<file path="src/rtl/rv_decode_stage.sv">
// Registered RV32I/RV64I decode stage: one output register plus a one-entry skid buffer.
// Optional illegal-encoding checks are enabled by defining DECODE_ILLEGAL_CHECK_EN.
module rv_decode_stage #(
    parameter int unsigned XLEN      = 32,
    parameter int unsigned REG_COUNT = 5
) (
    input  logic                 clk,
    input  logic                 rstN,
    input  logic                 flush,
    input  logic [31:0]          instrIn,
    input  logic [XLEN-1:0]      pcIn,
    input  logic                 inValid,
    output logic                 inReady,
    output logic                 outValid,
    input  logic                 outReady,
    output logic [XLEN-1:0]      pcOut,
    output logic [REG_COUNT-1:0] rs1,
    output logic [REG_COUNT-1:0] rs2,
    output logic [REG_COUNT-1:0] rd,
    output logic [2:0]           funct3,
    output logic [6:0]           funct7,
    output logic [XLEN-1:0]      imm,
    output logic [12:0]          opClass,
    output logic                 illegal
);

    typedef struct packed {
        logic [XLEN-1:0]      pc;
        logic [REG_COUNT-1:0] rs1;
        logic [REG_COUNT-1:0] rs2;
        logic [REG_COUNT-1:0] rd;
        logic [2:0]           f3;
        logic [6:0]           f7;
        logic [XLEN-1:0]      imm;
        logic [12:0]          cls;
        logic                 ill;
    } bundle_t;

    bundle_t    dec;
    bundle_t    out_q, out_d, skid_q, skid_d;
    logic       out_valid_q, out_valid_d, skid_valid_q, skid_valid_d;
    logic       accept;
    logic [4:0] op;
    logic [2:0] f3;
    logic [6:0] f7;
    logic       chk_ill;

    assign op = instrIn[6:2];
    assign f3 = instrIn[14:12];
    assign f7 = instrIn[31:25];

    always_comb begin
        dec     = '0;
        chk_ill = 1'b0;
        dec.pc  = pcIn;
        dec.rs1 = REG_COUNT'(instrIn[19:15]);
        dec.rs2 = REG_COUNT'(instrIn[24:20]);
        dec.rd  = REG_COUNT'(instrIn[11:7]);
        dec.f3  = f3;
        dec.f7  = f7;
        case (op)
            5'b00000: dec.cls[0]  = 1'b1;
            5'b01000: dec.cls[1]  = 1'b1;
            5'b00011: dec.cls[2]  = 1'b1;
            5'b01100: dec.cls[3]  = 1'b1;
            5'b00100: dec.cls[4]  = 1'b1;
            5'b01101: dec.cls[5]  = 1'b1;
            5'b00101: dec.cls[6]  = 1'b1;
            5'b11011: dec.cls[7]  = 1'b1;
            5'b11001: dec.cls[8]  = 1'b1;
            5'b11000: dec.cls[9]  = 1'b1;
            5'b11100: dec.cls[10] = 1'b1;
            5'b00110: dec.cls[11] = (XLEN == 64);
            5'b01110: dec.cls[12] = (XLEN == 64);
            default:  dec.cls     = '0;
        endcase
        // Immediate format follows the class; every format sign-extends from instr[31].
        if (dec.cls[0] | dec.cls[4] | dec.cls[11] | dec.cls[8] | dec.cls[10])
            dec.imm = XLEN'($signed(instrIn[31:20]));
        else if (dec.cls[1])
            dec.imm = XLEN'($signed({instrIn[31:25], instrIn[11:7]}));
        else if (dec.cls[9])
            dec.imm = XLEN'($signed({instrIn[31], instrIn[7], instrIn[30:25], instrIn[11:8], 1'b0}));
        else if (dec.cls[5] | dec.cls[6])
            dec.imm = XLEN'($signed({instrIn[31:12], 12'b0}));
        else if (dec.cls[7])
            dec.imm = XLEN'($signed({instrIn[31], instrIn[19:12], instrIn[20], instrIn[30:21], 1'b0}));
        else
            dec.imm = '0;
`ifdef DECODE_ILLEGAL_CHECK_EN
        if (dec.cls[0])
            chk_ill = (XLEN == 64) ? (f3 == 3'b111)
                                   : (f3 == 3'b011 || f3 == 3'b110 || f3 == 3'b111);
        if (dec.cls[1])
            chk_ill = (XLEN == 64) ? (f3 >= 3'b100) : (f3 >= 3'b011);
        if (dec.cls[9])
            chk_ill = (f3 == 3'b010 || f3 == 3'b011);
        if (dec.cls[8])
            chk_ill = (f3 != 3'b000);
        if (dec.cls[3])
            chk_ill = (f7 != 7'b0000000 && f7 != 7'b0100000)
                   || (f7 == 7'b0100000 && f3 != 3'b000 && f3 != 3'b101);
        if (dec.cls[4] && f3[1:0] == 2'b01)
            chk_ill = (XLEN == 64) ? (instrIn[31:26] != 6'b000000 && instrIn[31:26] != 6'b010000)
                                   : (f7 != 7'b0000000 && f7 != 7'b0100000);
        if (dec.cls[10])
            chk_ill = (f3 == 3'b000 && instrIn != 32'h0000_0073 && instrIn != 32'h0010_0073)
                   || (f3 == 3'b100);
`endif
        dec.ill = (instrIn[1:0] != 2'b11) || (dec.cls == '0) || chk_ill;
    end

    assign inReady = ~skid_valid_q;
    assign accept  = inValid && !skid_valid_q;

    // Skid drains into the output register before new input; it can only fill while output stalls.
    always_comb begin
        out_d        = out_q;
        out_valid_d  = out_valid_q;
        skid_d       = skid_q;
        skid_valid_d = skid_valid_q;
        if (flush) begin
            out_valid_d  = 1'b0;
            skid_valid_d = 1'b0;
        end else if (!out_valid_q || outReady) begin
            if (skid_valid_q) begin
                out_d        = skid_q;
                out_valid_d  = 1'b1;
                skid_valid_d = 1'b0;
            end else begin
                out_valid_d = accept;
                if (accept)
                    out_d = dec;
            end
        end else if (accept) begin
            skid_d       = dec;
            skid_valid_d = 1'b1;
        end
    end

    always_ff @(posedge clk or negedge rstN) begin
        if (!rstN) begin
            out_q        <= '0;
            out_valid_q  <= 1'b0;
            skid_q       <= '0;
            skid_valid_q <= 1'b0;
        end else begin
            out_q        <= out_d;
            out_valid_q  <= out_valid_d;
            skid_q       <= skid_d;
            skid_valid_q <= skid_valid_d;
        end
    end

    assign outValid = out_valid_q;
    assign pcOut    = out_q.pc;
    assign rs1      = out_q.rs1;
    assign rs2      = out_q.rs2;
    assign rd       = out_q.rd;
    assign funct3   = out_q.f3;
    assign funct7   = out_q.f7;
    assign imm      = out_q.imm;
    assign opClass  = out_q.cls;
    assign illegal  = out_q.ill;

endmodule
</file>
<file path="config.mk">
export PLATFORM = sky130hd
export DESIGN_NAME = rv_decode_stage
export DESIGN_NICKNAME = d
export VERILOG_FILES = /design/src/rtl/rv_decode_stage.sv
export SDC_FILE = /design/constraint.sdc
export NUM_CORES = 1
export LEC_CHECK = 0
export BUFFER_PORTS_ARGS = -buffer_cell sky130_fd_sc_hd__buf_2
export CAP_MARGIN = 20
export CORE_AREA = 2 2 162 148
export DETAILED_ROUTE_END_ITERATION = 10
export DIE_AREA = 0 0 164 150
export GPL_ROUTABILITY_DRIVEN = 0
export PLACE_DENSITY = 0.66
export SKIP_CTS_REPAIR_TIMING = 1
export SLEW_MARGIN = 20
export SYNTH_ARGS = -nofsm -noshare
export SYNTH_HDL_FRONTEND = slang
export SYNTH_SLANG_ARGS = --single-unit
</file>
<file path="constraint.sdc">
create_clock -name clk -period 1.7 [get_ports clk]
set_input_delay 0.085 -clock clk [delete_from_list [all_inputs] [get_ports clk]]
set_output_delay 0.085 -clock clk [all_outputs]
set_load 0.03 [all_outputs]
</file>
==> flow_metrics.tcl <==
set metrics [dict create \
    wl_per_cell_microns 16.5 \
    clock.fmax_ghz 0.602 \
    numPortBuffers 171 \
    overflow 0 \
    cp-start-kind "register" \
    powerDensity_nw_per_um2 1180 \
    slew_headroom_pct 64.7 \
    cts_max_path_buffers 3 \
    synth_area_leaders "dfrtp_1 57%, nand2_1 12%, mux2i_1 6.3%" \
    drc 0 \
    fin_crit_ps 1660 \
    reg2reg_slack_ps 100 \
    grt_pass1_vias 7062 \
    path_clk_slew_ps 60 \
    p_seq_share_pct 43.9 \
    hpwl_microns 16500 \
    hold_ws_ps -21.6 \
    yosysTopAreaCellShare_pct 56.5 \
    dpl-instance-area_sq_um 10500 \
    drt_wl_total_microns 24800 \
    layout_setup_ws_ps 40.2 \
    setup_viol 0 \
    synthDistinctLibCells 49 \
    p_leak_nw 5.53 \
    synth_edf_count 0 \
    ios 174 \
    cp_max_fo 10 \
    firstDrtPassIters 5 \
    cts_tree "built" \
    vias_per_cell 5.08 \
    nFillCells 2135 \
    combinationalPowerShare_pct 19.7 \
    num_rows 53 \
    ys_seq_area_share_pct 56.5 \
    outcome "finished, violations left" \
    clockPowerShare_pct 36.4 \
    tightestPinTransition_ps 530 \
    p_total_mw 14.0 \
    die_x_microns 164 \
    vias 7634 \
    r2r-start "outValid" \
    ctsRootBufferMaster "clkbuf_16" \
    peakVddDrop_mv 0.716 \
    hold_depth 3 \
    synthArstFlopShare_pct 100 \
    ant_nets 0 \
    violations "hold timing" \
    track_usage_pct 19.5 \
    worst_ep_arrival_time_ps 1570 \
    p_sw_share_pct 29.9 \
    dieHeight_microns 150 \
    clock_skew_ps 17.7 \
    syn_to_final_growth_pct 31.4 \
    maxCapViolCount 0 \
    netlist_area_sq_um 9030 \
    fin_nets 1255 \
    hp-start "outReady" \
    core_area_sq_um 23000 \
    reg2reg_depth 4 \
    synthCells 958 \
    timing.rr.end "imm[11]" \
    cp.required_ps 1620 \
    drtIter0Drc 419 \
    grt_max_degree 62 \
    hold_class "in -> reg" \
    period_share_pct 97.6 \
    dieArea_sq_um 24600 \
    synth.avg_cell_area_sq_um 9.43 \
    worst-setup-path-type "reg -> out" \
    grt_antenna_before_repair 0 \
    synth_common_cells "298 x nand2_1, 204 x dfrtp_1, 97 x o21ai_0, 57 x mux2i_1, 49 x clkbuf_1" \
    numCtsBuffers 23 \
    grt_pass1_wl_microns 38200 \
    synth.most_common_cell "nand2_1" \
    design_area_sq_um 11900 \
    pre_cts_ws_ps 114 \
    final-hold-violation-count 2 \
    slew_viol_final 0 \
    cts.sinks 204 \
    synth_top_area_cell "dfrtp_1" \
    ys_ff_latch 204 \
    layout-drive-gt1-share_pct 22.6 \
    intPower_mw 9.82 \
    cp-end-kind "output port" \
    netSwitchingPower_mw 4.18 \
    initial_core_util_pct 39.2 \
    htreeDepth 1 \
    clk_latency_ps 510 \
    min_to "skid_valid_q" \
    ys_warn_count 0 \
    synth_flop_cell "dfrtp_1" \
    rsz0062_at_grt "yes" \
]
metrics by stage:
step,util [%],cells,setup TNS [ps]
5_1_grt,51.5,1503,-32.2
2_1_floorplan,-,959,-2590
3_5_place_dp,45.4,1401,0
4_1_cts,48.8,1441,-16.0
6_report,51.6,1504,0
3_3_place_gp,45.4,1401,0
area by class of cell:
type                            count  area, sq um  share of cell area, %
Sequential cell                   204         5110                   43.1
Clock inverter                     11          158                   1.33
Antenna cell                        1         2.50                 0.0211
Timing Repair Buffer              277         1960                   16.5
Multi-Input combinational cell    677         3620                   30.5
Tap cell                          302          378                   3.19
Clock buffer                       29          618                   5.21
Inverter                            3         11.3                 0.0949
critical path, stage by stage, from the launching register on:
cell	delay, ps
dfrtp_4	510
inv_1	170
buf_6	180
clkbuf_4	200
cell usage in the layout, fill, tap and decap left out, types with 4 or more instances in the layout:
master         instances
nand2_1              298
dfrtp_1              202
buf_2                169
o21ai_0               96
dlygate4sd3_1         60
mux2i_1               57
buf_4                 32
nor2_1                31
a31oi_1               24
clkbuf_16             23
nand3_1               22
o211ai_1              21
a21oi_1               14
nor3_1                13
o21bai_1              12
nor4_1                11
buf_12                11
o21a_1                10
nor2b_1                8
a211oi_1               8
clkinv_2               6
and3_1                 5
nand2b_1               4
mux2_2                 4
bufinv_16              4
clkbuf_1               4
worst max-delay path by stage:
| stage | start | endpoint | slack [ps] | depth (start not counted) |
|---|---|---|---|---|
| floorplan | outValid | imm[11] | -150 | 7 |
| detailed placement | skid_valid_q | funct7[5] | 110 | 5 |
| global placement | skid_valid_q | imm[3] | 170 | 5 |
| global route | skid_valid_q | inReady | -20 | 3 |
| CTS | skid_valid_q | inReady | -20 | 3 |
| finish | skid_valid_q | inReady | 40 | 3 |
logic make-up after synthesis:
logic type / count (synthesis) / share of synthesized area [%]
AOI/OAI and AO/OA: 201 / 13.5
buffers and inverters: 78 / 3.75
DFF: 204 / 56.5
muxes: 61 / 6.82
other: 1 / 0.0415
and+or+nand+nor: 413 / 19.4
per-layer routing:
metal  up-vias  GRT usage, %  routed length, microns
met5         -             0                       0
met4         0          4.69                     467
met3        39          4.21                    1480
met2       200          30.6                   11500
met1      3684          27.8                   11400
li1       3711             -                       -
power groups by stage:
stage               clock network [mW]  registers [mW]  logic, mW
floorplan                            0            6.87      0.979
global placement                     0            6.20       2.60
detailed placement                   0            6.23       2.67
CTS                               5.24            6.14       2.67
global route                      5.42            6.25       3.04
finish                            5.10            6.15       2.75
state kept, by name, summed over array words and instances (netlist names):
register / count
skid_q: 101
imm: 32
pcOut: 32
opClass: 11
funct7: 7
rd: 5
rs1: 5
rs2: 5
funct3: 3
illegal: 1
outValid: 1
skid_valid_q: 1
Power figures use the tool's default switching activity.
